--- config.mk ---
export PLATFORM = sky130hd
export DESIGN_NAME = laser_tx_serializer
export DESIGN_NICKNAME = d
export VERILOG_FILES = /design/src/rtl/laser_pkg.sv /design/src/rtl/bit_timer.sv /design/src/rtl/laser_tx_serializer.sv
export SDC_FILE = /design/constraint.sdc
export NUM_CORES = 1
export LEC_CHECK = 0
export ABC_AREA = 1
export CAP_MARGIN = 15
export CORE_MARGIN = 10
export CORE_UTILIZATION = 45
export CTS_CLUSTER_DIAMETER = 100
export DETAILED_ROUTE_END_ITERATION = 7
export HOLD_SLACK_MARGIN = 0.15
export PLACE_DENSITY = 0.67
export SLEW_MARGIN = 20
export SYNTH_ARGS = -nofsm -noshare
export SYNTH_HDL_FRONTEND = slang
export SYNTH_SLANG_ARGS = --single-unit
--- constraint.sdc ---
create_clock -name clock -period 1.8 [get_ports clock]
set_input_delay 0.54 -clock clock [delete_from_list [all_inputs] [get_ports clock]]
set_output_delay 0.54 -clock clock [all_outputs]
set_load 0.02 [all_outputs]
--- src/rtl/laser_pkg.sv ---
// laser_pkg: frame state type and line levels shared by the laser transmit and receive sides.
// Optional build macro: LASER_TX_PARITY_EN adds the PARITY state.
// Revision: 1.0
`default_nettype none

package laser_pkg;

  localparam logic LASER_IDLE_LEVEL  = 1'b0;
  localparam logic LASER_START_LEVEL = 1'b1;
  localparam logic LASER_STOP_LEVEL  = 1'b0;

  typedef enum logic [2:0] {
    ST_IDLE   = 3'd0,
    ST_START  = 3'd1,
    ST_DATA   = 3'd2,
`ifdef LASER_TX_PARITY_EN
    ST_PARITY = 3'd4,
`endif
    ST_STOP   = 3'd3
  } tx_state_t;

endpackage

`default_nettype wire

--- src/rtl/bit_timer.sv ---
// bit_timer: counts clock cycles within one bit time; tick marks the last cycle of the bit.
// Revision: 1.0
`default_nettype none

module bit_timer #(
  parameter int CLKS_PER_BIT = 16
) (
  input  logic clock,
  input  logic reset_n,
  input  logic start,
  output logic tick
);

  localparam int CNT_W = (CLKS_PER_BIT > 1) ? $clog2(CLKS_PER_BIT) : 1;
  localparam logic [CNT_W-1:0] LAST_CNT = CNT_W'(CLKS_PER_BIT - 1);

  logic [CNT_W-1:0] r_cnt;

  // Reloads on a new frame and at every bit boundary, so it never runs past LAST_CNT.
  always_ff @(posedge clock or negedge reset_n) begin
    if (!reset_n) begin
      r_cnt <= '0;
    end else if (start || (r_cnt == LAST_CNT)) begin
      r_cnt <= '0;
    end else begin
      r_cnt <= r_cnt + 1'b1;
    end
  end

  assign tick = (r_cnt == LAST_CNT);

endmodule

`default_nettype wire

--- src/rtl/laser_tx_serializer.sv ---
// laser_tx_serializer: frames a payload word as START, DATA (LSB first), optional PARITY, STOP on laser_out.
// Optional build macro: LASER_TX_PARITY_EN enables an even-parity bit. Revision: 1.0
`default_nettype none

module laser_tx_serializer #(
  parameter int CLKS_PER_BIT = 16,
  parameter int DATA_W       = 8
) (
  input  logic              clock,
  input  logic              reset_n,
  input  logic [DATA_W-1:0] data_in,
  input  logic              data_valid,
  output logic              data_ready,
  output logic              laser_out,
  output logic              busy
);

  import laser_pkg::*;

  localparam int IDX_W = (DATA_W > 1) ? $clog2(DATA_W) : 1;
  localparam logic [IDX_W-1:0] LAST_IDX = IDX_W'(DATA_W - 1);

  tx_state_t         r_state;
  logic [DATA_W-1:0] r_word;
  logic [IDX_W-1:0]  r_bit_idx;
  logic              r_laser;
  logic              r_ready;
  logic              r_busy;
`ifdef LASER_TX_PARITY_EN
  logic              r_parity;
`endif

  logic              w_xfer;
  logic              w_tick;
  logic [IDX_W-1:0]  w_next_idx;

  // r_ready is only ever high in IDLE, so this also implies the IDLE state.
  assign w_xfer     = data_valid && r_ready;
  assign w_next_idx = r_bit_idx + 1'b1;

  bit_timer #(
    .CLKS_PER_BIT(CLKS_PER_BIT)
  ) u_bit_timer (
    .clock  (clock),
    .reset_n(reset_n),
    .start  (w_xfer),
    .tick   (w_tick)
  );

  always_ff @(posedge clock or negedge reset_n) begin
    if (!reset_n) begin
      r_state   <= ST_IDLE;
      r_word    <= '0;
      r_bit_idx <= '0;
      r_laser   <= LASER_IDLE_LEVEL;
      r_ready   <= 1'b0;
      r_busy    <= 1'b0;
`ifdef LASER_TX_PARITY_EN
      r_parity  <= 1'b0;
`endif
    end else begin
      case (r_state)
        ST_IDLE: begin
          r_bit_idx <= '0;
          if (w_xfer) begin
            r_state  <= ST_START;
            r_word   <= data_in;
`ifdef LASER_TX_PARITY_EN
            r_parity <= ^data_in;
`endif
            r_laser  <= LASER_START_LEVEL;
            r_ready  <= 1'b0;
            r_busy   <= 1'b1;
          end else begin
            r_laser  <= LASER_IDLE_LEVEL;
            r_ready  <= 1'b1;
            r_busy   <= 1'b0;
          end
        end

        ST_START: begin
          if (w_tick) begin
            r_state <= ST_DATA;
            r_laser <= r_word[0];
          end
        end

        ST_DATA: begin
          if (w_tick) begin
            if (r_bit_idx == LAST_IDX) begin
`ifdef LASER_TX_PARITY_EN
              r_state <= ST_PARITY;
              r_laser <= r_parity;
`else
              r_state <= ST_STOP;
              r_laser <= LASER_STOP_LEVEL;
`endif
            end else begin
              r_bit_idx <= w_next_idx;
              r_laser   <= r_word[w_next_idx];
            end
          end
        end

`ifdef LASER_TX_PARITY_EN
        ST_PARITY: begin
          if (w_tick) begin
            r_state <= ST_STOP;
            r_laser <= LASER_STOP_LEVEL;
          end
        end
`endif

        ST_STOP: begin
          if (w_tick) begin
            r_state <= ST_IDLE;
            r_laser <= LASER_IDLE_LEVEL;
            r_ready <= 1'b1;
            r_busy  <= 1'b0;
          end
        end

        default: begin
          r_state <= ST_IDLE;
          r_laser <= LASER_IDLE_LEVEL;
          r_ready <= 1'b0;
          r_busy  <= 1'b0;
        end
      endcase
    end
  end

  assign data_ready = r_ready;
  assign laser_out  = r_laser;
  assign busy       = r_busy;

endmodule

`default_nettype wire

# After elaboration in Yosys (flattened, before gate mapping)

Cells that the tools add are included.

Word-level logic and storage cells: 54
Flip-flop bits (word level): 21
Output and inout bits: 3

Mux-type cells: 22
Bitwise operators: 1
$add $sub $neg: 2
Equality and inequality tests: 11
Reductions and logical operators: 10
Order comparisons: 1

Operators with widths:

| operator                                             | number |
|---|---|
| 2-to-1 mux 3 bit                                     | 7 |
| one-hot mux 3 bit (4 select lines)                   | 1 |
| 2-to-1 mux 1 bit                                     | 8 |
| != test 2 x 1 -> 1 bit (second input constant)       | 4 |
| equality test 3 x 2 -> 1 bit (second input constant) | 2 |
| one-hot mux 1 bit (3 select lines)                   | 2 |
| one-hot mux 3 bit (2 select lines)                   | 1 |
| AND reduction 3 bit                                  | 2 |
| AND reduction 5 bit                                  | 1 |
| adder 4 x 1 -> 4 bit (second input constant)         | 1 |
| equality test 4 bit (second input constant)          | 1 |
| < comparator 3 x 4 -> 1 bit (second input constant)  | 1 |
| 2-to-1 mux 4 bit                                     | 1 |
| != test 2 bit (second input constant)                | 2 |
| one-hot mux 1 bit (4 select lines)                   | 1 |
| AND reduction 2 bit                                  | 2 |
| adder 3 x 1 -> 3 bit (second input constant)         | 1 |
| binary-select mux 1 bit (select 3 bit)               | 1 |
| equality test 3 x 1 -> 1 bit (second input constant) | 1 |
| equality test 3 bit (second input constant)          | 1 |
| logical NOT 3 bit                                    | 1 |
| nonzero test 2 bit                                   | 1 |
| OR reduction 2 bit                                   | 1 |
| logical AND 1 bit                                    | 1 |
| 2 further kinds                                      | 2 |

# Depth between registers and ports, before layout

Gate-level depths: netlist of run 1.

Depth after elaboration: 6
Mapped depth: 9
Gate-level depth less buffers: 8

# Cells and area by module

From an unflattened synthesis of run 1, not the netlist that was laid out.

Cell total of the unflattened synthesis: 126
Area total of the unflattened synthesis: 1036.0 um2

Modules (own cells, without submodules):

| module              | seq. area each (um2) | instances | area an instance (um2) | cells an instance |
|---|---|---|---|---|
| laser_tx_serializer | 400.4                | 1         | 843.3                  | 107 |
| bit_timer           | 100.1                | 1         | 192.7                  | 19 |

# Worst setup path after synthesis of run 1

Ideal clock, no wire load.

Path type: register to register
From: register r_bit_idx[0]
To: register r_bit_idx[0]
Setup slack: 447 ps
Stages on the path, launching flop included: 8
Data arrival time: 1230 ps
Path buffers: 0
Cell sequence: dfrtp_1 ha_1 ha_1 nor2_4 nand4_2 a21boi_4 nand2_1 o21ai_1

Cells in the longest elaborated chain, start to end: 4
Elaborated cells on any way between the ends: 7

RTL lines:

| item                               | line                      | source |
|---|---|---|
| start: declaration                 | laser_tx_serializer.sv:25 | `logic [IDX_W-1:0] r_bit_idx;` |
| start signal: assignment           | laser_tx_serializer.sv:99 | `r_bit_idx <= w_next_idx;` |
| adder 3 x 1 -> 3 bit               | laser_tx_serializer.sv:39 | `assign w_next_idx = r_bit_idx + 1'b1;` |
| 2-to-1 mux 3 bit                   | laser_tx_serializer.sv:90 | `if (r_bit_idx == LAST_IDX) begin` |
| 2-to-1 mux 3 bit                   | laser_tx_serializer.sv:89 | `if (w_tick) begin` |
| one-hot mux 3 bit (2 select lines) | laser_tx_serializer.sv:62 | `case (r_state)` |

Several ways; a longest one is shown, not always the timed one. The select of a mux whose other input is x is not followed.
A chain may end at the register's enable or synchronous reset.

# Final worst setup path of run 1

From: register r_ready (netlist: data_ready)
To: output data_ready

RTL lines:

| item                     | line                      | source |
|---|---|---|
| start: declaration       | laser_tx_serializer.sv:27 | `logic r_ready;` |
| start signal: assignment | laser_tx_serializer.sv:56 | `r_ready <= 1'b0;` |
| start signal: assignment | laser_tx_serializer.sv:72 | `r_ready <= 1'b0;` |
| start signal: assignment | laser_tx_serializer.sv:76 | `r_ready <= 1'b1;` |
| end: declaration         | laser_tx_serializer.sv:13 | `output logic data_ready,` |

No word-level cell between the ends.

==> results of run 1 <==
## worst reg2reg max path, delay by kind of cell, from the launching register on
kind	cells	cell delay [ps]
buffers and inverters	2	190
AOI/OAI and AO/OA	2	240
DFF	1	430
and+or+nand+nor	3	340
adders and majority gates	1	230
## path summary, 6_finish.rpt
check,startpoint,endpoint,slack [ps],cells after the start
max in group asynchronous,reset_n,r_bit_idx[2],1030,2
worst min-delay path,u_bit_timer.r_cnt[0],u_bit_timer.r_cnt[0],480,1
worst min register to register,u_bit_timer.r_cnt[0],u_bit_timer.r_cnt[0],480,1
worst max-delay path,data_ready,data_ready,220,1
min in group asynchronous,reset_n,r_word[2],550,2
worst max register to register,r_state[0],r_bit_idx[0],270,8
## cell type report
type / instances / area, sq um
Clock buffer: 3 / 22.5
Clock inverter: 1 / 30.0
Fill cell: 209 / 945
Inverter: 18 / 67.6
Multi-Input combinational cell: 79 / 463
Sequential cell: 20 / 500
Tap cell: 28 / 35.0
Timing Repair Buffer: 16 / 149
## power by group through the flow
stage	combinational, W	sequential, W	clock, W
final	0.000865	0.000740	0.000364
after CTS	0.000880	0.000740	0.000379
after global placement	0.000887	0.000743	0
after global routing	0.00100	0.000763	0.000394
after detailed placement	0.000901	0.000751	0
after floorplan	0.000647	0.000769	0
## logic make-up after synthesis
kind of cell               after synthesis
muxes                                    1
and+or+nand+nor                         49
xor gates and xnor gates                 1
AOI/OAI and AO/OA                       21
buffers and inverters                   20
adders and majority gates                7
DFF                                     20
## stage by stage
stage | utilization, % | hold WS [ps] | cells | worst slack (ps)
floorplan | - | 244 | 119 | 447
finish | 57.3 | 477 | 165 | 223
global placement | 55.1 | 448 | 161 | 128
global route | 57.3 | 491 | 165 | 153
detailed placement | 55.1 | 453 | 161 | 89.2
CTS | 57.3 | 470 | 165 | 200
## per-layer routing
| metal | vias up | wire [um] |
|---|---|---|
| met4 | 0 | 24 |
| met2 | 8 | 776 |
| met1 | 357 | 925 |
| li1 | 417 | - |
| met3 | 5 | 86 |
| met5 | - | 0 |
## placed cells by master, fill, tap and decap left out, types with 3 or more instances in the layout
cell type | synthesis | routed
inv_1 | 15 | 15
nand3_1 | 7 | 7
ha_1 | 7 | 7
nor2_1 | 14 | 14
clkbuf_4 | 0 | 3
nand2_1 | 23 | 23
dlygate4sd2_1 | 0 | 3
clkdlybuf4s50_1 | 0 | 10
a21oi_1 | 11 | 11
dfrtp_1 | 20 | 20
buf_4 | 0 | 3
o21ai_1 | 5 | 5
inv_2 | 3 | 3
## registers in the layout, summed over array words and instances (netlist names)
signal	cells
u_bit_timer.r_cnt	4
r_word	8
data_ready	1
busy	1
laser_out	1
r_bit_idx	3
r_state	2
## timing repair
action,CTS,global route
setup endpoints to repair,3,0
gates resized for setup,3,0
setup buffers,0,0
==> qor.csv, run 1 <==
metric,value,unit
status,"finished, final reports clean",
synth.area.top_cells,"dfrtp_1, ha_1, nand2_1, inv_1, a21oi_1",
cts_tree,yes,
synth_fa_ha_area_share,8.36,%
clkTransAtPathRegs,110,ps
cp_data_required_time,1260,ps
crit_family,flip-flops,
powerDensity,1550,nW/um^2
vias,787,
first_iter_violations,14,
die_w,68.2,um
fmax,634,MHz
synth_top_family_by_area,simple AND/OR/NAND/NOR gates,
swShare,38.2,%
final-setup-viol-count,0,
synth_seq_cells,20,
cts.sinks,20,
synth-compound-area-share,12.4,%
grt_pass1_wl,3.16,mm
ant_nets,0,
io_buffers,13,
leakagePower,0.654,nW
grtUsageMet3,4.40,%
clock_power_share,18.5,%
use_met1,11.4,%
dr.pass1.iters,4,
synth_edf_count,0,
gp_congestion,0.800,
tightest_slew,246,ps
synth_nets,137,
async_flop_share,100,%
num-nets-final,156,
worstHoldPathType,flop to flop,
wirelength,1.81,mm
top_usage_layer,met2,
power.net_switching,0.000753,W
crit_arrival,1040,ps
grt_max_degree,21,
ys_types,23,
drc_errors,0,
insertion_delay,310,ps
syn-cell-area,1050,sq um
synthSimpleGateAreaFrac,21.5,%
root_buffer,clkbuf_4,
fin_crit_sh,87.6,%
seq_area_frac_synth,47.8,%
ys_top_cells_by_count,"nand2_1, dfrtp_1, inv_1",
cts_made_buffers,3,
combinationalPowerShare,43.9,%
rsz0062_at_grt,false,
cp_slowest_cell,dfrtp_1,
finalCriticalPeriod,1580,ps
synthXorXnorAreaFrac,0.836,%
grt-ovfl-total,0,
cp_num_buf_inv,1,
synth_top_area_cell,dfrtp_1,
routedWlPerCell,11.0,um
netlist.area_leader.share,47.8,%
place_area,1220,sq um
postCtsHoldBufs,0,
cp_max_fo,3,
die_area,4660,sq um
intPower,0.00122,W
cpPeakStageDelay,410,ps
crit_chain,dlygate4sd2_1,
peakVddDrop,0.921,mV
yosys_warnings,0,
tns,0,ps
coreArea,2210,sq um
hold_viol,0,
floorplan.initialDensity,47.3,%
area_delta_synth_final,21.0,%
insertedDiodeCount,0,
criticalPathCategory,flop to output pin,
synth.most_common_cell,nand2_1,
power_frac_seq,37.6,%
avgSynthCellArea,8.80,sq um
via_per_inst,4.77,
grt_pass1_vias,718,
htree_levels,1,
cp-end-kind,output pin,
synthMuxAreaShare,1.08,%
pin_count,14,
start_kind,flop,
synthCells,119,
num_rows,17,
design_area,1270,sq um
use_met2,12.6,%
antenna_found_initial,0,
drv_slew,0,
ys.flop_type,dfrtp_1,
chipHeight,68.2,um
relSlewSlack,83.5,%
maxCapViolations,0,
final_layout_size_suffix_gt1_share,12.4,%
finalClockSkew,7.76,ps
grtUsageTotal,8.87,%
cts_buffer_depth,2,
dp_hpwl,1.45,mm
power,0.00197,W
Power figures use the tool's default switching activity.
==> run 2: changes to the inputs <==
Settings changed: CORE_ASPECT_RATIO set to 2, CORE_MARGIN 10 to 2, CORE_UTILIZATION 45 to 38, PLACE_DENSITY 0.67 to not set, SKIP_CTS_REPAIR_TIMING set to 1.
==> run 2 against run 1 <==
Die area shrank 31%. Critical path type unchanged. Sequential power grew 1%. Critical path depth is the same. Wire length grew 7.3%. Via count grew 2.4%. First-iteration DRC count shrank 43%. Largest power group unchanged. Sequential share of layout area shrank 0.31 points. Core utilization shrank 10 points.
==> qor.csv, run 2 (synthesized netlist as in run 1, its figures left out) <==
metric,value,unit
cp_num_buf_inv,1,
fmax,571,MHz
pre_cts_ws,103,ps
num-nets-final,156,
most-common-layout-cells,"nand2_1, dfrtp_1, inv_1",
status,"finished, final reports clean",
dr.pass1.iters,2,
relSlewSlack,81.5,%
grtUsageMet3,1.69,%
coreArea,2700,sq um
ff2ff_setup_slack,310,ps
routedWlPerCell,11.7,um
cp-end-kind,output pin,
grt_max_degree,21,
floorplan.initialDensity,38.7,%
cp_data_required_time,1260,ps
drv_slew,0,
num_rows,27,
insertedDiodeCount,0,
drc_errors,0,
first_iter_violations,8,
insertion_delay,260,ps
rsz0062_at_grt,false,
gp_congestion,0.769,
hold_viol,0,
cp_slowest_cell,clkdlybuf4s50_1,
timing.rr.end,r_bit_idx[1],
grt_pass1_wl,3.56,mm
tightest_slew,275,ps
crit_family,buffers and inverters,
use_met2,27.7,%
antenna_found_initial,0,
cts_made_buffers,3,
vias,806,
chipHeight,78.2,um
largestRegisters,"r_word: 8 flops, u_bit_timer.r_cnt: 4 flops, r_bit_idx: 3 flops",
cpPeakStageDelay,600,ps
die_area,3220,sq um
largest_reg_flops,8,
final_common_cell,nand2_1,
cts_tree,yes,
area_delta_synth_final,22.0,%
criticalPathCategory,flop to output pin,
cts_buffer_depth,2,
fin_crit_sh,97.2,%
powerDensity,1550,nW/um^2
grt_pass1_vias,831,
htree_levels,1,
final-setup-viol-count,0,
start_kind,flop,
finalCriticalPeriod,1750,ps
crit_arrival,1210,ps
clkTransAtPathRegs,70,ps
finalClockSkew,4.01,ps
io_buffers,13,
endpoint,busy,
cp.depth,1,
r2r_cells,7,
final_layout_size_suffix_gt1_share,12.4,%
layout.cells.non_filler,166,
leakagePower,0.658,nW
via_per_inst,4.86,
peakVddDrop,0.810,mV
regToRegStartpoint,r_bit_idx[0],
cp_max_fo,2,
pin_count,14,
cts.sinks,20,
top_usage_layer,met2,
worstHoldPathType,flop to flop,
use_met1,17.4,%
die_w,41.1,um
crit_start,busy,
setup_slack,49.5,ps
place_inst,162,
grt-ovfl-total,0,
grtUsageTotal,15.6,%
wirelength,1.94,mm
maxCapViolations,0,
nFillCells,281,
crit_chain,clkdlybuf4s50_1,
largest_register,r_word,
dp_hpwl,1.56,mm
root_buffer,clkbuf_8,
ant_nets,0,
-- run 2: routing by layer --
layer / wire (um) / share of wire [%]
met1: 723 / 37
met2: 1140 / 59
met3: 42 / 2.2
met4: 38 / 2.0
met5: 0 / 0
-- run 2: metrics by stage --
step	TNS [ps]	util, %	instance area (sq um)	total power [W]	hold WS, ps
3_5_place_dp	0	45.1	1220	0.00167	469
5_1_grt	0	47.3	1280	0.00218	496
3_3_place_gp	0	45.1	1220	0.00166	461
6_report	0	47.3	1280	0.00198	466
4_1_cts	-24.2	47.2	1270	0.00202	478
2_1_floorplan	0	-	1050	0.00142	244
-- run 2: cell type report --
cell class	instances	area, sq um	area share, %
Clock buffer	4	55.1	4.31
Inverter	18	67.6	5.29
Multi-Input combinational cell	79	463	36.2
Sequential cell	20	500	39.2
Tap cell	29	36.3	2.84
Timing Repair Buffer	16	155	12.1
-- run 2: power by group --
part           total [W]  switching [W]  internal [W]
sequential      0.000749       0.000115      0.000634
clock           0.000341       0.000146      0.000195
combinational   0.000892       0.000513      0.000379
total            0.00198       0.000774       0.00121
-- run 2: how the worst min path moves through the flow --
stage | from | endpoint | cells after the start
finish | u_bit_timer.r_cnt[0] | u_bit_timer.r_cnt[0] | 1
detailed placement | u_bit_timer.r_cnt[0] | u_bit_timer.r_cnt[0] | 1
global route | u_bit_timer.r_cnt[0] | u_bit_timer.r_cnt[0] | 1
floorplan | reset_n | busy | 0
global placement | u_bit_timer.r_cnt[0] | u_bit_timer.r_cnt[0] | 1
CTS | u_bit_timer.r_cnt[0] | u_bit_timer.r_cnt[0] | 1
==> run 3: changes to the inputs <==
Settings changed: CAP_MARGIN 15 to 10.
==> results of run 3 <==
The final DEF is identical to that of run 2; final timing and power are the same.
